`src/rtl/v2_peak_detector.sv`:
```
// Pulse peak detector behind the v2 trapezoidal shaper: tracks each over-threshold
// pulse, reports amplitude/time/width over valid/ready, then applies a dead time.
module v2_peak_detector #(
    parameter int DATA_W    = 16,
    parameter int TS_W      = 32,
    parameter int WIDTH_W   = 8,
    parameter int MIN_WIDTH = 2,
    parameter int HOLDOFF   = 16,
    parameter int DROP_W    = 16
) (
    input  logic                     clk,
    input  logic                     reset,
    input  logic signed [DATA_W-1:0] filter_data,
    input  logic signed [DATA_W-1:0] threshold,
    input  logic                     peak_ready,
    output logic                     peak_valid,
    output logic signed [DATA_W-1:0] peak_amp,
    output logic [TS_W-1:0]          peak_time,
    output logic [WIDTH_W-1:0]       peak_width,
    output logic [DROP_W-1:0]        drop_cnt,
    output logic                     busy
);

    localparam int HOLD_W = $clog2(HOLDOFF + 2);
    localparam logic [WIDTH_W-1:0] MIN_WIDTH_L = WIDTH_W'(MIN_WIDTH);
    localparam logic [HOLD_W-1:0]  HOLD_LOAD   = HOLD_W'(HOLDOFF - 1);

    typedef enum logic [1:0] {IDLE, TRACK, REPORT, HOLD} state_t;

    state_t                    state_reg, state_next;
    logic signed [DATA_W-1:0]  sample_reg;
    logic                      above_q_reg;
    logic [TS_W-1:0]           ts_reg;
    logic signed [DATA_W-1:0]  max_reg, max_next;
    logic [TS_W-1:0]           max_time_reg, max_time_next;
    logic [WIDTH_W-1:0]        width_reg, width_next;
    logic                      valid_reg, valid_next;
    logic signed [DATA_W-1:0]  amp_reg, amp_next;
    logic [TS_W-1:0]           time_reg, time_next;
    logic [WIDTH_W-1:0]        pwidth_reg, pwidth_next;
    logic [HOLD_W-1:0]         hold_reg, hold_next;
    logic [DROP_W-1:0]         drop_reg, drop_next;

    logic above;
    logic rise;

    assign above = (sample_reg >= threshold);
    assign rise  = above & ~above_q_reg;

    // above_q resets high so a level already above threshold cannot trigger
    always_ff @(posedge clk or negedge reset) begin
        if (!reset) begin
            state_reg    <= IDLE;
            sample_reg   <= '0;
            above_q_reg  <= 1'b1;
            ts_reg       <= '0;
            max_reg      <= '0;
            max_time_reg <= '0;
            width_reg    <= '0;
            valid_reg    <= 1'b0;
            amp_reg      <= '0;
            time_reg     <= '0;
            pwidth_reg   <= '0;
            hold_reg     <= '0;
            drop_reg     <= '0;
        end else begin
            state_reg    <= state_next;
            sample_reg   <= filter_data;
            above_q_reg  <= above;
            ts_reg       <= ts_reg + TS_W'(1);
            max_reg      <= max_next;
            max_time_reg <= max_time_next;
            width_reg    <= width_next;
            valid_reg    <= valid_next;
            amp_reg      <= amp_next;
            time_reg     <= time_next;
            pwidth_reg   <= pwidth_next;
            hold_reg     <= hold_next;
            drop_reg     <= drop_next;
        end
    end

    always_comb begin
        state_next    = state_reg;
        max_next      = max_reg;
        max_time_next = max_time_reg;
        width_next    = width_reg;
        valid_next    = valid_reg;
        amp_next      = amp_reg;
        time_next     = time_reg;
        pwidth_next   = pwidth_reg;
        hold_next     = hold_reg;
        drop_next     = drop_reg;

        case (state_reg)
            IDLE: begin
                if (rise) begin
                    state_next    = TRACK;
                    max_next      = sample_reg;
                    max_time_next = ts_reg;
                    width_next    = WIDTH_W'(1);
                end
            end
            TRACK: begin
                if (above) begin
                    if (width_reg != '1) begin
                        width_next = width_reg + WIDTH_W'(1);
                    end
                    // strict compare keeps the earliest sample of a tied maximum
                    if (sample_reg > max_reg) begin
                        max_next      = sample_reg;
                        max_time_next = ts_reg;
                    end
                end else if (width_reg < MIN_WIDTH_L) begin
                    state_next = IDLE;
                end else begin
                    state_next  = REPORT;
                    valid_next  = 1'b1;
                    amp_next    = max_reg;
                    time_next   = max_time_reg;
                    pwidth_next = width_reg;
                end
            end
            REPORT: begin
                if (valid_reg && peak_ready) begin
                    valid_next = 1'b0;
                    if (HOLDOFF == 0) begin
                        state_next = IDLE;
                    end else begin
                        state_next = HOLD;
                        hold_next  = HOLD_LOAD;
                    end
                end
            end
            HOLD: begin
                if (hold_reg == '0) begin
                    state_next = IDLE;
                end else begin
                    hold_next = hold_reg - HOLD_W'(1);
                end
            end
            default: state_next = IDLE;
        endcase

        if ((state_reg == REPORT || state_reg == HOLD) && rise && drop_reg != '1) begin
            drop_next = drop_reg + DROP_W'(1);
        end
    end

    assign peak_valid = valid_reg;
    assign peak_amp   = amp_reg;
    assign peak_time  = time_reg;
    assign peak_width = pwidth_reg;
    assign drop_cnt   = drop_reg;
    assign busy       = (state_reg != IDLE);

endmodule
```
`config.mk`:
```
export PLATFORM = sky130hd
export DESIGN_NAME = v2_peak_detector
export DESIGN_NICKNAME = d
export VERILOG_FILES = /design/src/rtl/v2_peak_detector.sv
export SDC_FILE = /design/constraint.sdc
export NUM_CORES = 1
export LEC_CHECK = 0
export CELL_PAD_IN_SITES_DETAIL_PLACEMENT = 1
export CELL_PAD_IN_SITES_GLOBAL_PLACEMENT = 1
export CORE_UTILIZATION = 55
export CTS_CLUSTER_SIZE = 8
export DETAILED_ROUTE_END_ITERATION = 8
export DONT_BUFFER_PORTS = 1
export HOLD_SLACK_MARGIN = 0.02
export PLACE_DENSITY = 0.86
export SYNTH_ARGS = -nofsm -noshare
export SYNTH_HDL_FRONTEND = slang
export SYNTH_SLANG_ARGS = --single-unit
```
`constraint.sdc`:
```
create_clock -name clk -period 3.77 [get_ports clk]
set_input_delay 0.5655 -clock clk [delete_from_list [all_inputs] [get_ports clk]]
set_output_delay 0.5655 -clock clk [all_outputs]
set_load 0.005 [all_outputs]
```
-- Yosys cells after proc, flatten, opt, wreduce, memory -nomap -nowiden
Index checks and enable logic that the tools add are counted.
- flip-flop bits (word level): 185
- bits of input ports: 35
- output and inout bits: 74
- logic and storage cells: 79
- bitwise gates (word level): 4
- order comparisons: 3
- reduce and logical (&&, ||, !) cells: 16
- mux-type cells: 25
- $add $sub $neg: 4
- eq/ne operators: 14
- operators with widths (operator ; number):
    2-to-1 mux 32 bit ; 3
    one-hot mux 32 bit (2 select lines) ; 1
    2-to-1 mux 16 bit ; 3
    adder 32 x 1 -> 32 bit, second input constant ; 1
    one-hot mux 16 bit (2 select lines) ; 1
    2-to-1 mux 8 bit ; 3
    inequality test 2 bit, second input constant ; 9
    adder 16 x 1 -> 16 bit, second input constant ; 1
    >= comparator 16 bit ; 1
    > comparator 16 bit ; 1
    inequality test 16 bit, second input constant ; 1
    one-hot mux 8 bit (2 select lines) ; 1
    AND reduction 4 bit ; 4
    2-to-1 mux 2 bit ; 5
    2-to-1 mux 5 bit ; 2
    one-hot mux 5 bit (2 select lines) ; 1
    adder 8 x 1 -> 8 bit, second input constant ; 1
    less-than comparator 8 x 2 -> 1 bit, second input constant ; 1
    inequality test 8 bit, second input constant ; 1
    one-hot mux 2 bit (4 select lines) ; 1
    nonzero test 2 bit ; 4
    AND reduction 3 bit ; 2
    logical NOT 5 bit ; 1
    subtractor 5 x 1 -> 5 bit, second input constant ; 1
    9 further kinds ; 16

-- Longest topological paths before layout
- word-level depth: 4
- mapped depth: 11
- gate-level depth less buffers: 9

-- Worst setup path before layout
OpenSTA, ideal clock, no wires.
- kind: in2reg
- start: input port threshold[15]
- end: register time_reg[10], in the netlist peak_time[10]
- library setup time: 0.125 ns
- buffers on the path: 2
- data arrival time: 2.637 ns
- data required time: 3.645 ns
- stages on the path: 11
- slack: 1.008 ns
- cells stage by stage: inv_1 ha_1 nand4_4 nor4_4 nor3_2 a41oi_1 nor2_2 and3_1 buf_6 buf_6 mux2_4
- cells in the longest elaborated chain, start to end: 3
- ends and longest elaborated chain (element ; line ; source):
    start, declared ; 14 ; input logic signed [DATA_W-1:0] threshold,
    >= comparator 16 bit ; 47 ; assign above = (sample_reg >= threshold);
    NOT 1 bit (no source line) ; -- ;
    AND reduction 3 bit (no source line) ; -- ;
    end signal, assigned ; 76 ; time_reg <= time_next;
    end, declared ; 39 ; logic [TS_W-1:0] time_reg, time_next;
No other way between the ends.
A chain may end at the register's enable or synchronous reset.

-- Final worst setup path
- start: register sample_reg[15]
- end: register max_reg[7]
- cells in the longest elaborated chain, start to end: 4
- elaborated cells between the ends (all ways): 7
- classes of those cells: order compare (2); eq/ne (3); bitwise (1); reduce/logical (1)
- ends and longest elaborated chain (element ; line ; source):
    start, declared ; 31 ; logic signed [DATA_W-1:0] sample_reg;
    start signal, assigned ; 68 ; sample_reg <= filter_data;
    >= comparator 16 bit ; 47 ;
    AND 1 bit ; 48 ; assign rise = above & ~above_q_reg;
    inequality test 2 bit (no source line) ; -- ;
    AND reduction 4 bit (no source line) * ; -- ;
    end signal, assigned ; 71 ; max_reg <= max_next;
    end, declared ; 34 ; logic signed [DATA_W-1:0] max_reg, max_next;
Mark *: on every way between the ends. The rest lies on a longest branch, timed or not.

==> reports/metrics.sh <==
SYNTH_SEQUENTIAL_AREA_RATIO_PCT=56.13
ANTENNA_LEFT=0
GRT_PASS1_WL_UM=29730
FLOORPLAN.ROWS=44
CRITICAL_PATH_ARRIVAL_NS=3.46
MAXIMUM_FANOUT_ALONG_THE_WORST_PATH=29
CTS_INSERTED_BUFFERS=17
CLK_TRANSITION_REPORTED_PATHS_NS=0.07
CTS-HTREE-LEVELS=4
WORSTSETUPSTARTPOINT='sample_reg[15]'
CTS_ROOT_BUFFER='clkbuf_16'
TOTALWIRELENGTH_UM=17620
SYNTH.LIB_CELLS_USED.DISTINCT=48
SETUP.WORST_PATH.END_CLASS='flip-flop'
GRT_MAX_DEGREE=186
STATUS='finished with violations'
CPMAXSTAGEDELAYCELL='ha_1'
CTS_SETUP_BUFFERS=0
AREA_GROWTH_SYN_TO_LAYOUT_PCT=9.493
SKEW_NS=0.01192
VIOLATIONS_IN_THE_FINAL_REPORTS='hold timing'
CRITICAL-PATH-MAX-STAGE-DELAY_NS=0.45
SYNTH_ENABLE_FLOP_CELLS=0
SYNTHESIS.INSTANCES=642
TRITONCTS='built'
FMAXACHIEVABLE_MHz=317.1
CTS_SINKS=185
POWER_PER_CELL_AREA_nW_PER_UM2=593.0
CLOCK_TREE.BUFFER_DEPTH=2
CRIT_CHAIN='ha_1, nand4_4, nor4_4, nor3_2, a211oi_2, o21a_1, nand3_2, buf_4, mux2_4'
DRIVE_ABOVE_1_SHARE_PCT=22.56
DRT_PRE_ANTENNA_ITERS=5
ASYNCSETRESETFLOPFRACSYNTH_PCT=100.0
CELLLEAKAGEPOWER_nW=4.467
ANTENNA_FOUND_INITIAL=0
DR.FIRST_ITER.DRC_COUNT=167
MEAN_CELL_AREA_OF_THE_MAPPED_NETLIST_UM2=12.85
SYN_NETS=714
SYNTH.FF_LATCH_COUNT=185
HP-CLASS='in -> async'
FINALCRITPERIODSHARE_PCT=83.65
MAXIMUM_CAPACITANCE_VIOLATIONS=0
FLOORPLAN.INITIALDENSITY_PCT=56.55
CELL_COUNT_AFTER_PLACEMENT=817
GRT_USAGE_PCT=24.58
ROUTE.VIAS.TOTAL=4958
WORST-ENDPOINT-REQUIRED_NS=4.08
UNREPAIRED_SETUP_ENDPOINTS_AFTER_GLOBAL_ROUTING='false'
TIMING_HOLD_VIOLATIONS_FINAL=184
DIE_AREA_UM2=15490
FINALWEIGHTEDCONGESTION=0.8230
SETUP-VIOLATIONS-FINAL=0
WORSTSETUPSTARTPOINTTYPE='flip-flop'
FINAL_CELL_COUNT_NO_FILL=849
POST-ROUTE-MIN-PERIOD_NS=3.154
CORE_AREA_UM2=14590
GRT_OVERFLOW=0
PEAK_SUPPLY_DROP_mV=0.4054
DIE_W_UM=124.5
YOSYSWARNINGCOUNT=0
BUFFER_PORTS.INSERTED=0
NUMBER_OF_GATES_GIVEN_A_NEW_DRIVE_STRENGTH_AFTER_CTS=0
FLOORPLAN.IO_PINS=109
SLEW_VIOL_FINAL=0
DRC_ERRORS=0
SYNTHESIS.AREA_UM2=8250
REG2REG_FROM='sample_reg[15]'
SYNTH_FF_TYPE='dfrtp_1'
FLOORPLAN.DIE.HEIGHT_UM=124.5
NUMBER_OF_GLOBAL_ROUTE_VIAS_BEFORE_REPAIR=5531
MAX-SLEW-MARGIN-REL_PCT=39.42
ANTENNADIODECOUNT=0
WORST-SLEW-PIN-TRANSITION_NS=0.8991
CLK_LATENCY_NS=0.44
HOLD-WORST-SLACK_NS=-0.1743
WIRE_PER_INST_UM=20.75
TOTAL_POWER_mW=5.357
ROUTED_VIA_DENSITY=5.840
SETUP-TNS-FINAL_NS=0
PLACE.DETAILED.HPWL_UM=11980
DESIGN.FINAL.NETS=724
CRITICAL_PATH_CLASS='reg -> reg'
Yosys cell counts (2+ instances only):
| cell | n | area [um2] |
|---|---|---|
| a211oi_1 | 2 | 15.01 |
| a21o_1 | 4 | 30.03 |
| a21oi_1 | 22 | 110.1 |
| a31oi_1 | 2 | 12.51 |
| a32o_1 | 2 | 20.02 |
| a41oi_1 | 3 | 26.28 |
| and2_1 | 3 | 18.77 |
| and3_1 | 16 | 100.1 |
| and4_1 | 4 | 35.03 |
| buf_2 | 4 | 20.02 |
| buf_4 | 4 | 30.03 |
| buf_6 | 5 | 56.30 |
| clkbuf_1 | 2 | 7.510 |
| dfrtp_1 | 184 | 4604 |
| ha_1 | 37 | 462.9 |
| inv_1 | 44 | 165.2 |
| mux2_2 | 74 | 833.3 |
| mux2_4 | 30 | 450.4 |
| mux2i_1 | 2 | 20.02 |
| nand2_1 | 34 | 127.6 |
| nand2b_1 | 2 | 12.51 |
| nand3_1 | 31 | 155.2 |
| nand4_1 | 16 | 100.1 |
| nor2_1 | 21 | 78.83 |
| nor3_1 | 8 | 40.04 |
| nor4_1 | 6 | 37.54 |
| o21a_1 | 4 | 30.03 |
| o21ai_0 | 13 | 65.06 |
| xnor2_1 | 32 | 280.3 |
| xor2_1 | 13 | 113.9 |
power by group:
group | internal (mW) | leakage, nW | switching [mW]
sequential | 2.26 | 2.44 | 0.283
combinational | 0.493 | 1.74 | 0.484
clock | 1.07 | 0.291 | 0.771
total | 3.82 | 4.47 | 1.54
cell type report:
class                      count  area (um2)
inverter                      44       165.2
clock inverter                13       168.9
clock buffer                  19       442.9
timing repair buffer           6       45.04
tap                          184       230.2
fill                        1432        5555
multi-input combinational    398        3351
sequential                   185        4631
critical path: cells and delay by family (launching register included):
kind / cells / cell delay [ns]
simple gates: 4 / 0.79
compound gates: 2 / 0.69
fa+ha+maj: 1 / 0.45
flops: 1 / 0.41
mux: 1 / 0.36
buf+inv: 1 / 0.31
cell families after synthesis:
group           Yosys count  share of synthesized area, %
simple gates            152                         9.873
buf+inv                  59                         3.382
xor+xnor                 45                         4.777
fa+ha+maj                37                         5.611
mux                     106                         15.80
compound gates           58                         4.428
flops                   185                         56.13
layout by cell type, fill, tap and decap left out, types with 4 or more instances in the layout:
master / Yosys / layout
a21o_1: 4 / 4
a21oi_1: 22 / 22
and3_1: 16 / 16
and4_1: 4 / 4
buf_4: 4 / 6
clkbuf_16: 0 / 17
dfrtp_1: 184 / 184
ha_1: 37 / 37
inv_1: 44 / 44
mux2_2: 74 / 74
mux2_4: 30 / 30
nand2_1: 34 / 34
nand3_1: 31 / 29
nand4_1: 16 / 16
nor2_1: 21 / 21
nor3_1: 8 / 8
nor4_1: 6 / 6
o21a_1: 4 / 4
o21ai_0: 13 / 13
xnor2_1: 32 / 32
xor2_1: 13 / 13
worst paths after layout:
path / slack (ns) / cells past startpoint / to
worst min-delay path: -0.17 / 0 / sample_reg[9]
worst min register to register: 0.50 / 1 / ts_reg[31]
worst max-delay path: 0.62 / 9 / max_reg[7]
worst max register to register: 0.62 / 9 / max_reg[7]
min in group clk: 0.16 / 0 / sample_reg[10]
max in group asynchronous: 3.74 / 0 / above_q_reg
metrics by stage:
| stage | area [um2] | worst slack (ns) | hold WS (ns) | utilization [%] |
|---|---|---|---|---|
| after CTS | 9034 | 0.6064 | -0.1961 | 61.92 |
| final | 9034 | 0.6162 | -0.1743 | 61.92 |
| after detailed placement | 8422 | 0.4556 | 0.2734 | 57.73 |
| after floorplan | 8250 | 1.008 | 0.2699 | - |
| after global placement | 8422 | 0.6181 | 0.2752 | 57.73 |
| after global routing | 9034 | 0.4615 | -0.2003 | 61.92 |
per-layer routing:
layer | track usage (%) | vias up | wire length, um
met5 | 0 | - | 0
met4 | 6.024 | 0 | 210
met3 | 8.376 | 20 | 980
met2 | 41.18 | 104 | 9002
met1 | 30.54 | 2559 | 7424
li1 | - | 2275 | -
Power figures use the tool's default switching activity.
